### config.mk
export PLATFORM = sky130hd
export DESIGN_NAME = iomem_router
export DESIGN_NICKNAME = d
export VERILOG_FILES = /design/src/rtl/iomem_pkg.sv /design/src/rtl/iomem_router.sv
export SDC_FILE = /design/constraint.sdc
export NUM_CORES = 1
export LEC_CHECK = 0
export ABC_AREA = 1
export CELL_PAD_IN_SITES_DETAIL_PLACEMENT = 2
export CELL_PAD_IN_SITES_GLOBAL_PLACEMENT = 2
export CORE_MARGIN = 1
export CORE_UTILIZATION = 21
export CTS_CLUSTER_DIAMETER = 150
export DETAILED_ROUTE_END_ITERATION = 8
export HOLD_SLACK_MARGIN = 0.12
export PLACE_DENSITY = 0.89
export SYNTH_ARGS = -nofsm -noshare
export SYNTH_HDL_FRONTEND = slang
export SYNTH_SLANG_ARGS = --single-unit
### constraint.sdc
create_clock -name clk -period 3.2 [get_ports clk]
set_clock_uncertainty 0.1 [all_clocks]
set_input_delay 0.32 -clock clk [delete_from_list [all_inputs] [get_ports clk]]
set_output_delay 0.32 -clock clk [all_outputs]
set_load 0.05 [all_outputs]
### src/rtl/iomem_pkg.sv
// Shared definitions for the picosoc iomem router: FSM states, region and
// slot-field constants.
package iomem_pkg;

  typedef enum logic [1:0] {
    ST_IDLE   = 2'd0,
    ST_ACCESS = 2'd1,
    ST_RESP   = 2'd2
  } state_t;

  localparam logic [7:0]  IOMEM_REGION = 8'h03;
  localparam logic [3:0]  STATUS_SLOT  = 4'hF;

  localparam int unsigned REGION_MSB = 31;
  localparam int unsigned REGION_LSB = 24;
  localparam int unsigned SLOT_MSB   = 23;
  localparam int unsigned SLOT_LSB   = 20;

endpackage

### src/rtl/iomem_router.sv
// Address decoder, sequencer and stall watchdog for the picosoc iomem bus.
// Define IOMEM_TIMEOUT_EN to build the ACCESS watchdog; otherwise ACCESS waits forever.
module iomem_router
  import iomem_pkg::*;
#(
  parameter int unsigned NUM_SLOTS = 4,
  parameter int unsigned TIMEOUT   = 255,
  parameter logic [31:0] ERR_DATA  = 32'hDEAD_BEEF
) (
  input  logic                    clk,
  input  logic                    resetn,
  input  logic                    iomem_valid,
  input  logic [3:0]              iomem_wstrb,
  input  logic [31:0]             iomem_addr,
  input  logic [31:0]             iomem_wdata,
  output logic                    iomem_ready,
  output logic [31:0]             iomem_rdata,
  output logic [NUM_SLOTS-1:0]    slot_valid,
  input  logic [NUM_SLOTS-1:0]    slot_ready,
  output logic [19:0]             slot_addr,
  output logic [3:0]              slot_wstrb,
  output logic [31:0]             slot_wdata,
  input  logic [32*NUM_SLOTS-1:0] slot_rdata,
  output logic                    err_flag
);

  localparam int unsigned RD_W = $clog2(32*NUM_SLOTS);

  state_t      state, state_nxt;
  logic [3:0]  slot_idx;
  logic [3:0]  req_slot;
  logic [31:0] rdata_q, rdata_nxt;
  logic [15:0] err_count;
  logic        accept, sel_ready, timeout_hit;
  logic        rdata_ld, err_set, err_clr;
  logic [RD_W-1:0] rd_base;
  logic [31:0] sel_rdata;
  logic [31:0] status_word;

  assign req_slot    = iomem_addr[SLOT_MSB:SLOT_LSB];
  assign accept      = iomem_valid && !iomem_ready &&
                       (iomem_addr[REGION_MSB:REGION_LSB] == IOMEM_REGION);
  assign iomem_ready = (state == ST_RESP);
  assign iomem_rdata = rdata_q;
  assign status_word = {15'b0, err_flag, err_count};

  // Only meaningful in ACCESS, where slot_idx is always a mapped slot.
  assign rd_base   = RD_W'({slot_idx, 5'b0});
  assign sel_rdata = slot_rdata[rd_base +: 32];
  assign sel_ready = |(slot_ready & slot_valid);

  always_comb begin
    slot_valid = '0;
    for (int unsigned k = 0; k < NUM_SLOTS; k++) begin
      slot_valid[k] = (state == ST_ACCESS) && (slot_idx == 4'(k));
    end
  end

`ifdef IOMEM_TIMEOUT_EN
  logic [15:0] wait_cnt;

  always_ff @(posedge clk) begin
    if (!resetn) begin
      wait_cnt <= '0;
    end else if (state == ST_IDLE && accept) begin
      wait_cnt <= '0;
    end else if (state == ST_ACCESS) begin
      wait_cnt <= wait_cnt + 16'd1;
    end
  end

  // Comparing against TIMEOUT-1 aborts at the edge where the count would reach TIMEOUT.
  assign timeout_hit = (wait_cnt == 16'(TIMEOUT - 1));
`else
  logic unused_timeout;
  assign unused_timeout = ^TIMEOUT;
  assign timeout_hit    = 1'b0;
`endif

  always_comb begin
    state_nxt = state;
    rdata_ld  = 1'b0;
    rdata_nxt = rdata_q;
    err_set   = 1'b0;
    err_clr   = 1'b0;
    case (state)
      ST_IDLE: begin
        if (accept) begin
          if (32'(req_slot) < NUM_SLOTS) begin
            state_nxt = ST_ACCESS;
          end else if (req_slot == STATUS_SLOT) begin
            state_nxt = ST_RESP;
            rdata_ld  = 1'b1;
            rdata_nxt = status_word;
            err_clr   = |iomem_wstrb;
          end else begin
            state_nxt = ST_RESP;
            rdata_ld  = 1'b1;
            rdata_nxt = ERR_DATA;
            err_set   = 1'b1;
          end
        end
      end
      ST_ACCESS: begin
        if (sel_ready) begin
          state_nxt = ST_RESP;
          rdata_ld  = 1'b1;
          rdata_nxt = sel_rdata;
        end else if (timeout_hit) begin
          state_nxt = ST_RESP;
          rdata_ld  = 1'b1;
          rdata_nxt = ERR_DATA;
          err_set   = 1'b1;
        end
      end
      ST_RESP:  state_nxt = ST_IDLE;
      default:  state_nxt = ST_IDLE;
    endcase
  end

  always_ff @(posedge clk) begin
    if (!resetn) begin
      state      <= ST_IDLE;
      rdata_q    <= '0;
      slot_idx   <= '0;
      slot_addr  <= '0;
      slot_wstrb <= '0;
      slot_wdata <= '0;
      err_flag   <= 1'b0;
      err_count  <= '0;
    end else begin
      state <= state_nxt;
      if (rdata_ld) rdata_q <= rdata_nxt;
      if (state == ST_IDLE && accept) begin
        slot_idx   <= req_slot;
        slot_addr  <= iomem_addr[19:0];
        slot_wstrb <= iomem_wstrb;
        slot_wdata <= iomem_wdata;
      end
      if (err_clr) begin
        err_flag  <= 1'b0;
        err_count <= '0;
      end else if (err_set) begin
        err_flag <= 1'b1;
        if (err_count != '1) err_count <= err_count + 16'd1;
      end
    end
  end

endmodule

==> impl_metrics.yaml, run 1 <==
detailed_routing:
  wirelength_mm: 27.0
  met1_wire_length_mm: 11.1
  met2WireLength_mm: 13.5
  drt_iter0_drc: 199
  met3RoutedLength_mm: 1.81
  avgViaCountPerCell: 4.62
  post_drt_wl_per_cell_microns: 17.4
  highest_layer: "met5"
  routed-via-count: 7171
  drcViolationCount: 0
  detail_route.first_pass.iterations: 4
  route.antenna.remaining_nets: 0
worst_setup_path:
  critical_path.max_stage_delay_ps: 890
  rr_startpoint: "slot_idx[1]"
  timing.critical_path.required_ps: 2780
  critical_path.slowest_cell: "sky130_fd_sc_hd__clkdlybuf4s50_1"
  critical_path_buf_inv_count: 2
  crit_path_max_fanout: 5
  critPathLaunch: "state[0]"
  crit_path_end_kind: "output port"
  endpoint_arrival_time_on_the_critical_path_ps: 2520
  worst-setup-path-type: "reg2out"
  cp_top_family: "buffers and inverters"
  worst_setup_path_start_kind: "flip-flop"
  crit_chain: "nand2_2 > nor2_2 > inv_1 > nor3_1 > clkdlybuf4s50_1"
synthesis:
  synthMostInstantiatedCell: "sky130_fd_sc_hd__nand2_1"
  synth.avg_cell_area_sq_um: 6.42
  synth_top_cell_area_share_pct: 38.0
  yosys_register_bits: 111
  ffs_w_async_s_r_synth_pct: 0
  syn-cell-area_sq_um: 5850
  synth_top_cell_by_area: "sky130_fd_sc_hd__dfxtp_1"
  synth-seq-area-share_pct: 38.0
  synth.distinct_cells: 29
  synth_ff_type: "sky130_fd_sc_hd__dfxtp_1"
  synth.net_count: 1115
  post_synth_main_area_contributors: "sky130_fd_sc_hd__dfxtp_1 (38%), sky130_fd_sc_hd__nand2_1 (25%), sky130_fd_sc_hd__a21oi_1 (8.8%)"
  synth_edf_count: 0
  synthesis.yosys.warnings: 0
  post_synth_most_frequent_cells: "sky130_fd_sc_hd__nand2_1 (396), sky130_fd_sc_hd__dfxtp_1 (111), sky130_fd_sc_hd__a21oi_1 (103)"
  netlist_instances: 911
sta:
  finalWorstPathRequiredPeriod_ps: 2940
  relSlewSlack_pct: 28.8
  final_max_slew_viol_count: 0
  tightest_slew_ps: 1070
  setup_total_negative_slack_ps: 0
  rsz_0062_raised_after_global_routing: "false"
  timing.hold.ws_ps: 363
  finalSetupViolations: 0
  period_share_pct: 91.8
  fmax_mhz: 341
  hold_viol_final: 0
power:
  total_leakage_power_nw: 3.43
  power_density_nw_per_um2: 311
  vdd_ir_drop_max_mv: 0.208
floorplan:
  initial_utilization_pct: 21.5
  core-area_sq_um: 27200
  die-area_sq_um: 28500
  floorplan.die.height_microns: 169
  rows: 60
  io_pins: 297
  die-width_microns: 169
finish:
  final_layout_size_suffix_gt1_share_pct: 4.50
  finalNonFillerCells: 1553
  filler_cell_count: 3263
  finalNetCount: 1378
  area_growth_syn_to_layout_pct: 61.3
global_route:
  first_global_vias: 7888
  groute.usage.overall_pct: 18.8
  grt_pass1_wl_mm: 42.2
  number_of_antenna_violations_at_the_first_check_in_global_routing: 3
  grt-ovfl-total: 0
  maximum_number_of_pins_on_one_net_before_global_route_repair: 64
clocking:
  cts_max_path_buffers: 2
  cts.repair_timing.setup_buffer_count: 0
  cts.hold.buffers_added: 0
  cts-buffers-inserted: 9
  cts_sinks: 111
  clock_tree.htree_level_count: 3
  clock_pin_slew_of_the_registers_on_the_worst_case_setup_and_hold_paths_ps: 70
  post_cts_resize_count: 0
  tritoncts_clock_tree: "done"
  clock_latency_at_the_later_pin_of_the_worst_skew_pair_ps: 350
  clk_root_buffer_cell: "sky130_fd_sc_hd__clkbuf_16"
hold_path:
  min-delay-path-class: "reg2reg"
  hold_path.startpoint: "slot_idx[2]"
run_status:
  run_status: "finished, final reports clean"
place:
  placedCellCount: 1535
  dp_hpwl_mm: 20.6
  portBuffers: 296
  place_congestion: 0.751
job:
  timing.max_cap.violations: 0
==> through the flow <==
| stage | cell area (sq um) | total power, mW | worst slack (ps) | util (%) |
|---|---|---|---|---|
| 3_3_place_gp | 9130 | 1.76 | 682 | 33.6 |
| 5_1_grt | 9430 | 3.05 | 221 | 34.7 |
| 2_1_floorplan | 5850 | 1.49 | 974 | - |
| 4_1_cts | 9430 | 2.98 | 251 | 34.7 |
| 3_5_place_dp | 9130 | 1.77 | 654 | 33.6 |
| 6_report | 9440 | 2.93 | 264 | 34.7 |
==> layout by cell type, fill, tap and decap left out, drive strengths merged, types with 13 or more instances in the layout <==
cell and count:
nand4 41, nand2 397, nand3b 30, dfxtp 111
a21oi 103, buf 13, nor2 69, inv 37
o21ai 20, nand3 32, clkdlybuf4s50 295
==> worst reg2reg max path: cells and delay by family, from the launching register on <==
family	cells	cell delay [ps]
and+or+nand+nor	8	1240
buffers and inverters	2	540
DFF	1	380
==> power by group <==
part / total, mW / internal [mW] / switching [mW]
clock: 1.20 / 0.625 / 0.571
combinational: 0.354 / 0.242 / 0.111
sequential: 1.38 / 1.38 / 0.00120
==> final cells by class <==
type / count / area [sq um] / area share (%)
antenna: 2 / 5.00 / 0.0530
clock buffer: 10 / 229 / 2.43
clock inverter: 6 / 77.6 / 0.822
inverter: 34 / 128 / 1.35
multi-input combinational: 710 / 3240 / 34.3
sequential: 111 / 2220 / 23.5
tap: 372 / 465 / 4.93
timing repair buffer: 308 / 3070 / 32.6
==> per-layer routing <==
layer	up-vias	track usage (%)
met5	-	0
met4	2	5.38
met3	35	5.17
met2	215	34.8
met1	3444	20.7
li1	3475	-
==> path summary, 6_finish.rpt <==
check,cells after the start,slack [ps],end
setup reg to reg,10,880,iomem_rdata[9]
hold reg to reg,2,360,slot_idx[2]
hold / removal,2,360,slot_idx[2]
setup / recovery,5,260,slot_valid[2]
==> flip-flops by register name, indices dropped and copies added, names as in the netlist <==
signal,flops
slot_wstrb,4
slot_wdata,32
slot_addr,20
slot_idx,4
state,2
err_flag,1
err_count,16
iomem_rdata,32
==> kinds of logic after synthesis <==
kind of cell	share of synthesized area, %
AO/OA/AOI/OAI	11.4
XOR/XNOR	1.05
adder cells (fa/ha/maj)	0.214
buffers and inverters	6.86
flip-flops	38.0
AND/OR/NAND/NOR	42.5
(Power assumes the default switching activity.)
==> inputs of run 2 (changes only) <==
--- a/config.mk
+++ b/config.mk
@@ -14,6 +14,7 @@
 export DETAILED_ROUTE_END_ITERATION = 8
 export HOLD_SLACK_MARGIN = 0.12
 export PLACE_DENSITY = 0.89
+export REMOVE_ABC_BUFFERS = 1
 export SYNTH_ARGS = -nofsm -noshare
 export SYNTH_HDL_FRONTEND = slang
 export SYNTH_SLANG_ARGS = --single-unit
==> run 2 against run 1 <==
Combinational power increased by 1%. Final area increased by 0.34%. Flip-flop and latch count unchanged. Sequential power about the same. Cell count about the same. Via count decreased by 0.26%. Clock power about the same. Count of clock-buffer cells in the layout decreased by 1. Non-clock buffer count increased by 3. Total power increased by 0.96%. Critical path type unchanged. Highest routed layer is now met4.
==> impl_metrics.yaml, run 2 (same netlist as run 1, synthesis figures left out) <==
detailed_routing:
  drcViolationCount: 0
  avgViaCountPerCell: 4.60
  post_drt_wl_per_cell_microns: 17.0
  detail_route.first_pass.iterations: 6
  routed-via-count: 7152
  route.antenna.remaining_nets: 0
  drt_iter0_drc: 175
  wirelength_mm: 26.5
clocking:
  cts.repair_timing.setup_buffer_count: 0
  clock_latency_at_the_later_pin_of_the_worst_skew_pair_ps: 360
  post_cts_resize_count: 0
  cts_max_path_buffers: 2
  cts_sinks: 111
  clock_pin_slew_of_the_registers_on_the_worst_case_setup_and_hold_paths_ps: 80
  clock_tree.htree_level_count: 3
  cts-buffers-inserted: 9
  tritoncts_clock_tree: "done"
  cts.hold.buffers_added: 0
  clk_root_buffer_cell: "sky130_fd_sc_hd__clkbuf_16"
finish:
  finalNetCount: 1381
  layout.core_utilization_pct: 34.8
  final_cell_mix: "sky130_fd_sc_hd__nand2_1 (396), sky130_fd_sc_hd__clkdlybuf4s50_1 (295), sky130_fd_sc_hd__dfxtp_1 (111)"
  diodes: 0
  final_common_cell: "sky130_fd_sc_hd__nand2_1"
  final_layout_size_suffix_gt1_share_pct: 4.82
  filler_cell_count: 3244
  area_growth_syn_to_layout_pct: 61.8
global_route:
  groute.usage.overall_pct: 18.4
  grt-ovfl-total: 0
  grt_pass1_wl_mm: 41.5
  maximum_number_of_pins_on_one_net_before_global_route_repair: 60
  number_of_antenna_violations_at_the_first_check_in_global_routing: 1
  first_global_vias: 7861
worst_setup_path:
  timing.critical_path.required_ps: 2780
  worst-setup-path-type: "reg2out"
  worst_reg2reg_endpoint: "err_count[0]"
  worst_setup_path_start_kind: "flip-flop"
  endpoint_arrival_time_on_the_critical_path_ps: 2280
  worst-r2r-setup-slack_ps: 1000
  reg2regPathDepth: 7
  rr_startpoint: "err_count[0]"
  crit_path_max_fanout: 5
  crit_path_end_kind: "output port"
power:
  vdd_ir_drop_max_mv: 0.239
  switching_power_of_the_nets_uw: 709
  switching_share_pct: 24.0
  seq_power_share_pct: 46.7
  share_of_power_burned_in_the_clock_network_pct: 41.2
  power_density_nw_per_um2: 313
  total_leakage_power_nw: 3.45
  cellInternalPower_mw: 2.25
  share_comb_of_total_power_pct: 12.1
floorplan:
  initial_utilization_pct: 21.5
  die-width_microns: 169
  rows: 60
  die-area_sq_um: 28500
  floorplan.die.height_microns: 169
  io_pins: 297
  core-area_sq_um: 27200
sta:
  fin_ws_ps: 499
  hold_viol_final: 0
  tightest_slew_ps: 741
  rsz_0062_raised_after_global_routing: "false"
  period_share_pct: 84.4
  relSlewSlack_pct: 50.5
  finalWorstPathRequiredPeriod_ps: 2700
  final_max_slew_viol_count: 0
  finalSetupViolations: 0
  fmax_mhz: 370
hold_path:
  hold_path.startpoint: "slot_idx[2]"
  min-delay-path-class: "reg2reg"
  worst_hold_path.num_cells: 2
  worstHoldEndpoint: "slot_idx[2]"
place:
  portBuffers: 296
  place_congestion: 0.772
  dp_hpwl_mm: 20.1
  pre_cts_slack_ps: 666
run_status:
  run_status: "finished, final reports clean"
job:
  timing.max_cap.violations: 0
run 2: cell types whose count changed in the layout (fill, tap and decap cells not counted):
cell / previous run / this run
sky130_fd_sc_hd__nand4_2: 1 / 0
sky130_fd_sc_hd__nand4_4: 1 / 2
sky130_fd_sc_hd__inv_6: 1 / 2
sky130_fd_sc_hd__diode_2: 2 / 0
sky130_fd_sc_hd__buf_4: 10 / 13
sky130_fd_sc_hd__clkinv_2: 0 / 1
sky130_fd_sc_hd__clkbuf_1: 1 / 0
sky130_fd_sc_hd__clkinv_4: 1 / 0
sky130_fd_sc_hd__clkinv_8: 0 / 1
sky130_fd_sc_hd__inv_8: 2 / 1
run 2: stage by stage:
step                hold slack, ps  total power, mW  TNS (ps)  instance area [sq um]  std cells
floorplan                      329             1.48     -3110                   5580        855
global placement               343             1.77         0                   9160       1538
detailed placement             359             1.78         0                   9160       1538
CTS                            372             3.02         0                   9470       1554
global route                   387             3.08         0                   9470       1554
finish                         366             2.96         0                   9470       1554
run 2: cell type report:
cell class	instances	area, sq um	area share [%]
clock buffers	9	225	2.38
well taps	372	465	4.92
repair buffers	311	3100	32.7
clock inverters	7	87.6	0.925
inverters	34	128	1.35
flip-flops and latches	111	2220	23.5
multi-input cells	710	3250	34.3
run 2: critical path: stages (launching register included):
cell and delay, ps:
sky130_fd_sc_hd__dfxtp_1 390, sky130_fd_sc_hd__inv_2 80, sky130_fd_sc_hd__nand2_2 50, sky130_fd_sc_hd__nor2_2 210, sky130_fd_sc_hd__inv_1 130, sky130_fd_sc_hd__nor3_1 190, sky130_fd_sc_hd__clkdlybuf4s50_1 870
run 2: layer usage:
metal | wire (microns) | global-route usage [%] | vias to the layer above
met5 | 0 | 0 | -
met4 | 383 | 4.31 | 0
met3 | 2070 | 5.92 | 23
met2 | 13500 | 35.0 | 213
met1 | 10500 | 19.5 | 3447
li1 | - | - | 3469
run 2: how the worst max path moves through the flow:
stage,start,end,slack [ps],cells past startpoint
finish,state[1],slot_valid[2],500,6
global route,state[1],slot_valid[2],390,6
CTS,state[1],slot_valid[2],470,6
detailed placement,iomem_addr[25],err_count[10],670,7
global placement,iomem_addr[25],err_count[9],770,7
floorplan,state[0],err_count[15],-200,7
run 2: power by group through the flow:
stage	clock [mW]	combinational, mW	sequential, mW
floorplan	0	0.0567	1.42
global placement	0	0.354	1.42
detailed placement	0	0.362	1.42
CTS	1.27	0.365	1.38
global route	1.31	0.385	1.38
finish	1.22	0.358	1.38
==> inputs of run 3 (changes only) <==
--- a/config.mk
+++ b/config.mk
@@ -9,11 +9,11 @@
 export CELL_PAD_IN_SITES_DETAIL_PLACEMENT = 2
 export CELL_PAD_IN_SITES_GLOBAL_PLACEMENT = 2
 export CORE_MARGIN = 1
-export CORE_UTILIZATION = 21
+export CORE_UTILIZATION = 20
 export CTS_CLUSTER_DIAMETER = 150
 export DETAILED_ROUTE_END_ITERATION = 8
 export HOLD_SLACK_MARGIN = 0.12
-export PLACE_DENSITY = 0.89
+export PLACE_DENSITY = 0.85
 export REMOVE_ABC_BUFFERS = 1
 export SYNTH_ARGS = -nofsm -noshare
 export SYNTH_HDL_FRONTEND = slang
==> constraint.sdc (replaced) <==
create_clock -name clk -period 2.6 [get_ports clk]
set_clock_uncertainty 0.1 [all_clocks]
set_input_delay 0.26 -clock clk [delete_from_list [all_inputs] [get_ports clk]]
set_output_delay 0.26 -clock clk [all_outputs]
set_load 0.05 [all_outputs]
==> run 3 against run 2 <==
Cell count up 1.3%. Global-route usage fell by 0.84 points. Combinational power up 22%. Non-clock buffer count up 7. Clock power up 25%. Core utilization is 1.6 points lower. Critical path type unchanged.
==> impl_metrics.yaml, run 3 (same netlist as run 1, synthesis figures left out) <==
run_status:
  run_status: "finished, final reports clean"
power:
  power_density_nw_per_um2: 383
  total_leakage_power_nw: 3.49
  vdd_ir_drop_max_mv: 0.269
  power_mw: 3.66
floorplan:
  die-area_sq_um: 29900
  floorplan.die.height_microns: 173
  io_pins: 297
  core-area_sq_um: 28700
  die-width_microns: 173
  initial_utilization_pct: 20.4
  rows: 62
worst_setup_path:
  crit_path_max_fanout: 4
  worst-setup-path-type: "reg2out"
  worst-r2r-setup-slack_ps: 540
  rr_startpoint: "state[1]"
  worst_setup_path_start_kind: "flip-flop"
  endpoint_arrival_time_on_the_critical_path_ps: 1780
  worst_reg2reg_endpoint: "iomem_rdata[16]"
  crit_path_end_kind: "output port"
  timing.critical_path.required_ps: 2240
  reg2regPathDepth: 10
sta:
  fin_ws_ps: 465
  setup_total_negative_slack_ps: 0
  rsz_0062_raised_after_global_routing: "false"
  relSlewSlack_pct: 51.9
  final_max_slew_viol_count: 0
  finalWorstPathRequiredPeriod_ps: 2140
  tightest_slew_ps: 721
  period_share_pct: 82.1
  hold_viol_final: 0
  finalSetupViolations: 0
  fmax_mhz: 468
  timing.hold.ws_ps: 228
global_route:
  grt-ovfl-total: 0
  maximum_number_of_pins_on_one_net_before_global_route_repair: 57
  groute.usage.overall_pct: 17.6
  first_global_vias: 8034
  number_of_antenna_violations_at_the_first_check_in_global_routing: 1
  grt_pass1_wl_mm: 42.4
finish:
  final_layout_size_suffix_gt1_share_pct: 5.63
  final_common_cell: "sky130_fd_sc_hd__nand2_1"
  final_cell_mix: "sky130_fd_sc_hd__nand2_1 (396), sky130_fd_sc_hd__clkdlybuf4s50_1 (291), sky130_fd_sc_hd__dfxtp_1 (111)"
  finalNetCount: 1388
  area_growth_syn_to_layout_pct: 63.2
  layout.core_utilization_pct: 33.3
clocking:
  cts-buffers-inserted: 9
  clock_tree.htree_level_count: 3
  cts.repair_timing.setup_buffer_count: 0
  clock_latency_at_the_later_pin_of_the_worst_skew_pair_ps: 360
  clk_root_buffer_cell: "sky130_fd_sc_hd__clkbuf_16"
  post_cts_resize_count: 0
  cts.hold.buffers_added: 0
  cts_sinks: 111
  tritoncts_clock_tree: "done"
  clock_pin_slew_of_the_registers_on_the_worst_case_setup_and_hold_paths_ps: 90
  cts_max_path_buffers: 2
hold_path:
  worst_hold_path.num_cells: 3
  hold_path.startpoint: "resetn"
  min-delay-path-class: "in2reg"
  worstHoldEndpoint: "iomem_rdata[12]"
detailed_routing:
  route.antenna.remaining_nets: 0
  drt_iter0_drc: 217
  avgViaCountPerCell: 4.60
  routed-via-count: 7248
  detail_route.first_pass.iterations: 4
  drcViolationCount: 0
  post_drt_wl_per_cell_microns: 16.8
  wirelength_mm: 26.5
place:
  dp_hpwl_mm: 20.1
  place_congestion: 0.819
  pre_cts_slack_ps: 260
  portBuffers: 296
job:
  timing.max_cap.violations: 0
[run 3: critical path, cell delays in order, from the launching register on]
cell and delay, ps:
sky130_fd_sc_hd__dfxtp_1 420, sky130_fd_sc_hd__nand2_1 100, sky130_fd_sc_hd__inv_1 70, sky130_fd_sc_hd__clkdlybuf4s50_1 820
[run 3: metrics by stage]
stage | std cells | area [sq um]
after CTS | 1573 | 9550
after global routing | 1573 | 9550
after floorplan | 855 | 5580
after global placement | 1557 | 9230
after detailed placement | 1557 | 9230
final | 1574 | 9550
[run 3: final cells by class]
type,instances,area (sq um)
tap,384,480
timing repair buffer,318,3150
inverter,34,128
sequential,111,2220
multi-input combinational,710,3250
clock inverter,7,93.8
clock buffer,9,225
fill,3338,19200
antenna,1,2.50
[run 3: worst max-delay path by stage]
| stage | slack, ps | endpoint | start |
|---|---|---|---|
| after CTS | 430 | iomem_ready | state[1] |
| after floorplan | -800 | err_count[15] | state[0] |
| after detailed placement | 260 | err_count[6] | iomem_addr[25] |
| after global placement | 340 | err_count[4] | iomem_addr[25] |
| final | 460 | iomem_ready | state[1] |
| after global routing | 320 | iomem_rdata[16] | state[1] |
[run 3: power breakdown]
| part | internal (mW) | switching (mW) | total [mW] |
|---|---|---|---|
| sequential | 1.70 | 0.00138 | 1.70 |
| clock | 0.719 | 0.799 | 1.52 |
| combinational | 0.299 | 0.138 | 0.437 |
[run 3: layer usage]
metal / up-vias / GRT usage, % / routed length, microns
met5: - / 0 / 0
met4: 0 / 4.39 / 352
met3: 23 / 4.97 / 1830
met2: 209 / 32.1 / 13300
met1: 3527 / 20.0 / 11100
li1: 3489 / - / -
